==> config.mk <==
export PLATFORM = sky130hd
export DESIGN_NAME = regfile_reader
export DESIGN_NICKNAME = d
export VERILOG_FILES = /design/src/rtl/regfile_reader_pkg.sv /design/src/rtl/regfile_reader_reg_select_mux.sv /design/src/rtl/regfile_reader.sv
export SDC_FILE = /design/constraint.sdc
export NUM_CORES = 1
export LEC_CHECK = 0
export ABC_AREA = 1
export BUFFER_PORTS_ARGS = -buffer_cell sky130_fd_sc_hd__buf_2
export CAP_MARGIN = 20
export CORE_MARGIN = 3
export CORE_UTILIZATION = 50
export DETAILED_ROUTE_END_ITERATION = 16
export GPL_ROUTABILITY_DRIVEN = 1
export HOLD_SLACK_MARGIN = 0.05
export PLACE_DENSITY_LB_ADDON = 0.25
export SLEW_MARGIN = 15
export SYNTH_ARGS = -nofsm -noshare
export SYNTH_HDL_FRONTEND = slang
export SYNTH_SLANG_ARGS = --single-unit
==> constraint.sdc <==
create_clock -name Clk -period 3.15 [get_ports Clk]
set_input_delay 0.315 -clock Clk [delete_from_list [all_inputs] [get_ports Clk]]
set_output_delay 0.315 -clock Clk [all_outputs]
set_load 0.005 [all_outputs]
==> src/rtl/regfile_reader_pkg.sv <==
// Shared definitions for the register-file dump streamer.
// Holds the FSM state codes and the index constants used by the top
// level and by the testbench.
package regfile_reader_pkg;

    localparam int unsigned INDEX_W  = 4;
    localparam int unsigned NUM_REGS = 8;
    localparam int unsigned SEL_W    = 3;
    localparam int unsigned FLAG_W   = 4;

    // Index of the last register word and of the optional trailing flags word
    localparam logic [INDEX_W-1:0] LAST_REG    = 4'd7;
    localparam logic [INDEX_W-1:0] FLAGS_INDEX = 4'd8;

    typedef enum logic [3:0] {
        ST_IDLE  = 4'b0000,
        ST_SEND  = 4'b0001,
        ST_FLAGS = 4'b0010,
        ST_DONE  = 4'b0011
    } state_e;

endpackage : regfile_reader_pkg

==> src/rtl/regfile_reader_reg_select_mux.sv <==
// reg_select_mux: 8:1 word selector over the register snapshot.
// Ports:
//   i_data  in  8 x WIDTH  snapshot words R0..R7
//   i_sel   in  3          word select (low bits of the stream index)
//   o_data  out WIDTH      selected word (combinational)
module reg_select_mux
    import regfile_reader_pkg::*;
#(
    parameter int unsigned WIDTH = 8
) (
    input  logic [WIDTH-1:0] i_data [NUM_REGS],
    input  logic [SEL_W-1:0] i_sel,
    output logic [WIDTH-1:0] o_data
);

    // Pure selection; no state lives here
    always_comb begin
        o_data = i_data[i_sel];
    end

endmodule : reg_select_mux

==> src/rtl/regfile_reader.sv <==
// regfile_reader: snapshots R0..R7 and the V/C/N/Z flags on a start request
// and streams them out one word per accepted valid/ready transfer.
// Ports:
//   Clk        in   1      rising-edge clock
//   Reset      in   1      synchronous active-high reset
//   start      in   1      dump request, honoured only in IDLE
//   R0..R7     in   WIDTH  live register file contents
//   V,C,N,Z    in   1      live status flags
//   out_ready  in   1      consumer accepts the current word
//   out_valid  out  1      Data_out holds a valid word
//   Data_out   out  WIDTH  streamed word
//   index      out  4      0..7 register number, 8 flags word
//   busy       out  1      dump in progress (SEND/FLAGS/DONE)
//   done       out  1      one-cycle pulse after the last word is accepted
//   state      out  4      current FSM state code
module regfile_reader
    import regfile_reader_pkg::*;
#(
    parameter int unsigned WIDTH      = 8,
    parameter bit          SEND_FLAGS = 1'b1
) (
    input  logic               Clk,
    input  logic               Reset,
    input  logic               start,
    input  logic [WIDTH-1:0]   R0,
    input  logic [WIDTH-1:0]   R1,
    input  logic [WIDTH-1:0]   R2,
    input  logic [WIDTH-1:0]   R3,
    input  logic [WIDTH-1:0]   R4,
    input  logic [WIDTH-1:0]   R5,
    input  logic [WIDTH-1:0]   R6,
    input  logic [WIDTH-1:0]   R7,
    input  logic               V,
    input  logic               C,
    input  logic               N,
    input  logic               Z,
    input  logic               out_ready,
    output logic               out_valid,
    output logic [WIDTH-1:0]   Data_out,
    output logic [INDEX_W-1:0] index,
    output logic               busy,
    output logic               done,
    output logic [3:0]         state
);

    state_e               r_state;
    state_e               w_next_state;
    logic [INDEX_W-1:0]   r_index;
    logic [INDEX_W-1:0]   w_next_index;
    logic                 w_capture;
    logic [WIDTH-1:0]     r_snap [NUM_REGS];
    logic [FLAG_W-1:0]    r_flags;
    logic [WIDTH-1:0]     w_mux_data;

    reg_select_mux #(
        .WIDTH (WIDTH)
    ) u_reg_select_mux (
        .i_data (r_snap),
        .i_sel  (r_index[SEL_W-1:0]),
        .o_data (w_mux_data)
    );

    // State, index and snapshot registers
    always_ff @(posedge Clk) begin
        if (Reset) begin
            r_state <= ST_IDLE;
            r_index <= '0;
            r_flags <= '0;
            for (int i = 0; i < int'(NUM_REGS); i++) begin
                r_snap[i] <= '0;
            end
        end else begin
            r_state <= w_next_state;
            r_index <= w_next_index;
            if (w_capture) begin
                r_snap[0] <= R0;
                r_snap[1] <= R1;
                r_snap[2] <= R2;
                r_snap[3] <= R3;
                r_snap[4] <= R4;
                r_snap[5] <= R5;
                r_snap[6] <= R6;
                r_snap[7] <= R7;
                r_flags   <= {V, C, N, Z};
            end
        end
    end

    // Next-state and output decode; a transfer is out_ready while in SEND/FLAGS
    always_comb begin
        w_next_state = r_state;
        w_next_index = r_index;
        w_capture    = 1'b0;
        out_valid    = 1'b0;
        Data_out     = '0;
        busy         = 1'b1;
        done         = 1'b0;

        case (r_state)
            ST_IDLE: begin
                busy = 1'b0;
                if (start) begin
                    w_capture    = 1'b1;
                    w_next_index = '0;
                    w_next_state = ST_SEND;
                end
            end
            ST_SEND: begin
                out_valid = 1'b1;
                Data_out  = w_mux_data;
                if (out_ready) begin
                    if (r_index == LAST_REG) begin
                        if (SEND_FLAGS) begin
                            w_next_index = FLAGS_INDEX;
                            w_next_state = ST_FLAGS;
                        end else begin
                            w_next_state = ST_DONE;
                        end
                    end else begin
                        w_next_index = r_index + INDEX_W'(1);
                    end
                end
            end
            ST_FLAGS: begin
                out_valid = 1'b1;
                Data_out  = {{(WIDTH - FLAG_W){1'b0}}, r_flags};
                if (out_ready) begin
                    w_next_state = ST_DONE;
                end
            end
            ST_DONE: begin
                done         = 1'b1;
                w_next_index = '0;
                w_next_state = ST_IDLE;
            end
            default: begin
                busy         = 1'b0;
                w_next_index = '0;
                w_next_state = ST_IDLE;
            end
        endcase
    end

    assign index = r_index;
    assign state = r_state;

endmodule : regfile_reader

==> results of run 1 <==
[worst max-delay path, delay by kind of cell (launching register included)]
| family | cells | cell delay (ps) |
|---|---|---|
| AOI/OAI and AO/OA | 1 | 90 |
| and+or+nand+nor | 3 | 330 |
| buffers and inverters | 2 | 380 |
| DFF | 1 | 880 |
[routing by layer]
metal	routed length, um	vias up	GRT usage
met3	579	6	0.03594
met5	0	-	0
li1	-	1744	-
met1	3720	1468	0.2723
met2	3948	98	0.3644
met4	54	0	0.06631
[synthesized netlist by cell type, drive strengths merged]
| master | number | share of area |
|---|---|---|
| dfxtp | 74 | 0.43 |
| o22ai | 4 | 0.0090 |
| a21oi | 38 | 0.055 |
| nor2 | 126 | 0.14 |
| inv | 46 | 0.050 |
| nand3 | 25 | 0.036 |
| nand2 | 47 | 0.052 |
| ha | 5 | 0.018 |
| o21ai | 98 | 0.15 |
| buf | 23 | 0.051 |
| conb | 1 | 0.0011 |
| clkbuf | 12 | 0.013 |
| nor3 | 1 | 0.0014 |
[metrics by stage]
stage,utilization,instances
global placement,0.5843,636
detailed placement,0.5843,636
global route,0.6123,652
CTS,0.6123,652
floorplan,-,501
finish,0.6123,652
[final timing paths]
check                      to  cells past startpoint
hold reg to reg    r_snap[51]                      2
setup reg to reg   r_snap[40]                      7
setup / recovery  Data_out[2]                      6
hold / removal       index[3]                      2
[registers in the layout, indices dropped and copies added, names as in the netlist]
name and flops:
index 4, r_snap 64, state 2, r_flags 4
[cell type report]
class / instances / share of cell area
sequential: 74 / 0.3705
clock buffer: 14 / 0.04318
multi-input combinational: 346 / 0.3971
tap: 77 / 0.02409
timing repair buffer: 93 / 0.1195
clock inverter: 2 / 0.002503
inverter: 46 / 0.04318
[power breakdown]
part,total (mW),switching (mW),internal [mW]
registers,1.29,0.111,1.18
logic,1.29,0.829,0.457
clock network,0.685,0.335,0.349
total,3.26,1.28,1.98
[kinds of logic after synthesis]
family          Yosys count
fa+ha+maj                 5
simple gates            199
other cells               1
flops                    74
compound gates          140
buf+inv                  81
==> metrics.md, run 1 <==
| Metric | Value |
|---|---|
| Max-cap violation count | 0 |
| Final weighted congestion in routability-driven placement | approximately 0.84 |
| Final-report max-slew violation count | 0 |
| YS warnings | 0 |
| Status | finished clean |
| Setup Buffers After CTS | 0 |
| Worst hold slack after final layout | about 170 ps |
| Share of synthesized area spent on multiplexers | 0 |
| FMAX | about 430 MHz |
| Initial core utilization | 0.5293 |
| Total Routed Length | a little over 8 mm |
| Root buffer selected by CTS | sky130_fd_sc_hd__clkbuf_8 |
| Final Net Count | 647 |
| Reg2reg start | state[1] |
| Sequential area share after synthesis | 0.4285 |
| Slew headroom | 0.4268 |
| Mean routed wirelength per cell | around 13 um |
| Hold violation total from the final report | 0 |
| TritonCTS sink count | between 70 and 80 |
| Beginning of the critical path | index[2] |
| Die Wd | 89.15 um |
| Area share of and/or/nand/nor cells after synthesis | 0.2291 |
| Full die area | just under 8000 um^2 |
| Area fraction in compound gates after synthesis | 0.2092 |
| Detailed Place HPWL | between 5 and 6 mm |
| Post-Synth Adder-Cell Area | 0.01810 |
| Xor and xnor fraction of the mapped netlist area | 0 |
| Critical Path Max Stage Delay | ~900 ps |
| Class of the tightest hold or removal check | input port to flop |
| Via count of the first global-routing pass | 3,045 |
| RSZ-0062 raised after global routing | no |
| Arrival time reported for the critical path endpoint | 2020 ps |
| Area of all placed cells without fillers | approximately 4000 um^2 |
| Final critical-path setup slack | roughly 810 ps |
| Nature of the critical path startpoint | flop |
| Pwr Density | 815.2 nW/um^2 |
| Worst clock skew | approximately 11 ps |
| Critical Setup Path Class | flop to primary output |
| Combinational family with the most area after synthesis | simple AND/OR/NAND/NOR gates |
| Internal reg-to-reg setup slack | 1240 ps |
| Dpl cell area | around 3800 um^2 |
| Number of diodes added for antenna fixing | 0 |
| Total global-route track usage | 0.2125 |
| Combined area of all synthesized cells | between 3000 and 4000 um^2 |
| Hold_buf cts | 0 |
| Most common library cell in the layout ignoring fill and taps | sky130_fd_sc_hd__nor2_1 |
| Worst Setup End Kind | primary output |
| Number of fillers in the final layout | slightly above 600 |
| CTS H-Tree Depth | 3 |
| Number of buffers created by CTS | 9 |
| Global-route wire length before repair | 13.29 mm |
| Commonest cells after routing, fill and taps aside | 124 x sky130_fd_sc_hd__nor2_1, 88 x sky130_fd_sc_hd__buf_2, 74 x sky130_fd_sc_hd__dfxtp_1 |
| Critical path's slowest cell | sky130_fd_sc_hd__dfxtp_1 |
| Number of placement rows | 29 |
| Cell occurring most often along the worst timing path | sky130_fd_sc_hd__nand3_1 |
| Leak | around 1.9 nW |
| Later-pin clock latency in the skew report | roughly 340 ps |
| Post-layout power | around 3.3 mW |
| Fin Setup TNS | 0 ps |
| Layout Area Growth over Synthesis | 15.67% |
| Number of antenna violations at the first check in global routing | 0 |
| Via total after detailed routing | approximately 3,300 |
| Gate count of the mapped netlist | 500 |
| Resize count post-CTS | 0 |
| Worst hold start | Reset |
| Cells along the critical path | inv_2 > nand3_1 > nand3_1 > nand3_1 > a21oi_1 > buf_2 |
| Mean number of vias per cell | about 5 |
| Pin slew with the least headroom to its limit | between 800 and 900 ps |
| Multi-input gate area in the final layout | 1588 um^2 |
| TritonCTS clock tree | yes |
| Synth Register Bits | 74 |
| Pre-CTS worst setup slack | between 1000 and 1500 ps |
| Maximum number of pins on one net before global-route repair | 72 |
| Violation count after the first detailed-route iteration | about 160 |
| Share of the clock period used by the worst path after layout | 0.7419 |
| Height of the die | between 80 and 90 um |
| Post-Synthesis Mean Instance Area | roughly 7 um^2 |
| Sequential cell area in the final layout | 1481 um^2 |
| Biggest fanout along the worst timing path | 21 |
| Setup-failing EPs final | 0 |
| Number of iterations in the first detailed-routing pass | 5 |
| I/O pin total | between 90 and 100 |
| Post-detailed-route count of antenna-violating nets | 0 |
| Fraction of final layout cells with drive strength greater than 1 | 0.2157 |
| Count of input and output buffers | roughly 90 |
| DRC violations left | 0 |
| Required time of the critical path | approximately 2800 ps |
| Worst supply voltage drop on vdd | 351.1 uV |
| Register clock-pin slew on the reported worst setup and hold paths | ~80 ps |
| Aggregate global routing overflow | 0 |
| Netlist cell types | 23 |
| Max clock buf depth | 2 |
| Post-route minimum period | roughly 2300 ps |
| Floorplan Core Area | ~6500 um^2 |
Note: power is estimated with default switching activity, not from simulation.
==> inputs of run 2 (changes only) <==
--- a/config.mk
+++ b/config.mk
@@ -5,11 +5,11 @@
 export SDC_FILE = /design/constraint.sdc
 export NUM_CORES = 1
 export LEC_CHECK = 0
-export ABC_AREA = 1
+export ABC_AREA = 0
 export BUFFER_PORTS_ARGS = -buffer_cell sky130_fd_sc_hd__buf_2
 export CAP_MARGIN = 20
 export CORE_MARGIN = 3
-export CORE_UTILIZATION = 50
+export CORE_UTILIZATION = 47
 export DETAILED_ROUTE_END_ITERATION = 16
 export GPL_ROUTABILITY_DRIVEN = 1
 export HOLD_SLACK_MARGIN = 0.05
==> constraint.sdc (replaced) <==
create_clock -name Clk -period 2 [get_ports Clk]
set_input_delay 0.2 -clock Clk [delete_from_list [all_inputs] [get_ports Clk]]
set_output_delay 0.2 -clock Clk [all_outputs]
set_load 0.005 [all_outputs]
==> metrics.md, run 2 <==
| Metric | Value |
|---|---|
| Status | finished clean |
| Later-pin clock latency in the skew report | 330 ps |
| Top FF cell, synth | sky130_fd_sc_hd__dfxtp_1 |
| Fraction of final layout cells with drive strength greater than 1 | 0.2971 |
| Leak | between 1.5 and 2 nW |
| Setup-failing EPs final | 0 |
| Max clock buf depth | 2 |
| Reg with most FFs | r_snap |
| TritonCTS clock tree | yes |
| Full die area | 8159 um^2 |
| Hold_buf cts | 0 |
| Combined area of all synthesized cells | between 3000 and 4000 um^2 |
| Netlist cell types | 37 |
| Count of flip-flops with a built-in enable after synthesis | 0 |
| Fraction of post-synthesis cell area in the top cell type by area | 0.4433 |
| Global-route wire length before repair | roughly 13 mm |
| Most common library cell in the layout ignoring fill and taps | sky130_fd_sc_hd__nand2_1 |
| Total Routed Length | about 8.1 mm |
| Via count of the first global-routing pass | between 2,000 and 3,000 |
| Layout Area Growth over Synthesis | 23.02% |
| Via total after detailed routing | ~2,900 |
| Total global-route track usage | 0.1982 |
| Detailed Place HPWL | just under 6 mm |
| Total placed cells including tap cells | about 570 |
| Biggest area consumer among synthesized cells | sky130_fd_sc_hd__dfxtp_1 |
| Post-Layout Cell Count | 584 |
| Xor and xnor fraction of the mapped netlist area | 0 |
| Final-report max-slew violation count | 0 |
| Reg2reg start | state[0] |
| Aggregate global routing overflow | 0 |
| Violation count after the first detailed-route iteration | between 100 and 150 |
| Number of iterations in the first detailed-routing pass | 4 |
| Worst supply voltage drop on vdd | 557.9 uV |
| Post-detailed-route count of antenna-violating nets | 0 |
| Hold violation total from the final report | 0 |
| Internal reg-to-reg setup slack | roughly 270 ps |
| CTS H-Tree Depth | 3 |
| Die Wd | between 90 and 100 um |
| Final weighted congestion in routability-driven placement | about 0.84 |
| Area fraction in compound gates after synthesis | 0.1490 |
| Synth Register Bits | 74 |
| Combinational family with the most area after synthesis | simple AND/OR/NAND/NOR gates |
| Sequential area share after synthesis | 0.4433 |
| Async set or reset register ratio after synthesis | 0 |
| Area of all placed cells without fillers | about 4100 um^2 |
| Top cells by area in the synthesized netlist | sky130_fd_sc_hd__dfxtp_1 44%, sky130_fd_sc_hd__nand2_1 16%, sky130_fd_sc_hd__a21oi_1 11% |
| Library cell with the highest instance count after synthesis | sky130_fd_sc_hd__nand2_1 |
| Number of cells traversed by the worst register-to-register path | 6 |
| Beginning of the critical path | index[2] |
| Gate count of the mapped netlist | 402 |
| YS warnings | 0 |
| Count of input and output buffers | 88 |
| Capturing element of the worst setup path | Data_out[1] |
| Final Net Count | between 500 and 600 |
| Register clock-pin slew on the reported worst setup and hold paths | about 70 ps |
| Worst Setup End Kind | primary output |
| RSZ-0062 raised after global routing | yes |
| Post-Synthesis Mean Instance Area | between 8 and 9 um^2 |
| Number of placement rows | 30 |
| Root buffer selected by CTS | sky130_fd_sc_hd__clkbuf_8 |
| FMAX | about 520 MHz |
| Post-Synth Adder-Cell Area | 0.01872 |
| Top cells by count, synth | 146 x sky130_fd_sc_hd__nand2_1, 74 x sky130_fd_sc_hd__dfxtp_1, 72 x sky130_fd_sc_hd__a21oi_1 |
| Mean number of vias per cell | just over 5 |
| Arrival time reported for the critical path endpoint | ~1700 ps |
| Number of diodes added for antenna fixing | 0 |
| DRC violations left | 0 |
| Post-layout power | 4.732 mW |
| Area share of and/or/nand/nor cells after synthesis | 0.2112 |
| Initial core utilization | 0.4892 |
| Class of the tightest hold or removal check | input port to flop |
| Flip-flop count of the largest register after layout | between 60 and 70 |
| Post-route minimum period | between 1500 and 2000 ps |
| Worst clock skew | around 6.6 ps |
| Required time of the critical path | between 1500 and 2000 ps |
| Height of the die | 90.33 um |
| Pwr Density | roughly 1200 nW/um^2 |
| Number of buffers created by CTS | 9 |
| Reg2Reg Capture Point | state[1] |
| Share of synthesized area spent on multiplexers | 0.1187 |
| Dpl cell area | about 3800 um^2 |
| Number of fillers in the final layout | about 660 |
| TritonCTS sink count | 74 |
| Nature of the critical path startpoint | flop |
| Mean routed wirelength per cell | about 14 um |
| Commonest cells after routing, fill and taps aside | 145 x sky130_fd_sc_hd__nand2_1, 88 x sky130_fd_sc_hd__buf_2, 72 x sky130_fd_sc_hd__a21oi_1 |
| Biggest fanout along the worst timing path | 7 |
| Fin Setup TNS | 0 ps |
| Maximum number of pins on one net before global-route repair | 75 |
| Share of the clock period used by the worst path after layout | 0.9679 |
| Number of antenna violations at the first check in global routing | 0 |
| Critical Setup Path Class | flop to primary output |
| I/O pin total | 91 |
| Max-cap violation count | 0 |
| Floorplan Core Area | ~7000 um^2 |
-- run 2: cell count changes after synthesis, sizes merged, moves of 10 or more --
cell / previous run / this run
nand2: 47 / 146
nor2: 126 / 8
a21oi: 38 / 72
o21ai: 98 / 2
inv: 46 / 3
mux2i: 0 / 10
mux4: 0 / 12
nand3: 25 / 4
-- run 2: through the flow --
stage | worst slack [ps] | hold WS, ps | utilization
after CTS | 15.49 | 82.22 | 0.5929
after global placement | 268.6 | 438.9 | 0.5628
after detailed placement | 241.4 | 443.8 | 0.5628
after floorplan | 386.4 | 336.0 | -
after global routing | -26.96 | 87.87 | 0.6018
final | 64.12 | 93.96 | 0.6018
-- run 2: logic make-up (layout without fill, tap and decap cells) --
kind of cell,after synthesis,after routing
other cells,1,2
mux,23,23
simple gates,173,173
buf+inv,37,122
fa+ha+maj,5,5
flops,74,74
compound gates,89,89
-- run 2: layout make-up --
class | instances | area, um^2 | area share
Clock inverter | 3 | 40.04 | 0.009738
Clock buffer | 11 | 151.4 | 0.03682
Sequential cell | 74 | 1494 | 0.3634
Timing Repair Buffer | 105 | 613.1 | 0.1491
Tap cell | 96 | 120.1 | 0.02921
Inverter | 3 | 11.26 | 0.002739
Multi-Input combinational cell | 292 | 1682 | 0.4090
-- run 2: power by group --
part,leakage [nW],switching [mW],internal [mW]
clock network,0.101,0.502,0.626
logic,0.978,0.965,0.718
registers,0.610,0.173,1.75
total,1.69,1.64,3.09
-- run 2: repair_timing --
item	4_1_cts	5_1_grt
endpoints found under the setup margin	8	8
setup buffers	0	2
pin swaps	0	1
hold endpoints to repair	0	0
cloned	0	1
gates resized for setup	6	13
-- run 2: worst min path at each step --
stage,slack (ps),to,cells after the start,startpoint
CTS,80,r_snap[11],3,R6[3]
global route,90,r_snap[62],3,R0[6]
finish,90,r_snap[11],3,R6[3]
floorplan,340,r_snap[0],2,R7[0]
global placement,440,r_snap[29],2,r_snap[29]
detailed placement,440,r_snap[39],2,r_snap[39]
-- run 2: critical path: stages, from the launching register on --
cell and delay (ps):
sky130_fd_sc_hd__dfxtp_4 410, sky130_fd_sc_hd__mux4_2 550, sky130_fd_sc_hd__o2111ai_1 220, sky130_fd_sc_hd__a21boi_1 90
sky130_fd_sc_hd__buf_2 130
-- run 2: routing by layer --
metal | wire length, um | global-route usage | up-vias | part of all wire
li1 | - | - | 1507 | -
met1 | 3677 | 0.2641 | 1346 | 0.45
met2 | 3894 | 0.3242 | 84 | 0.48
met3 | 454 | 0.03667 | 7 | 0.056
met4 | 63 | 0.06888 | 0 | 0.0078
met5 | 0 | 0 | - | 0
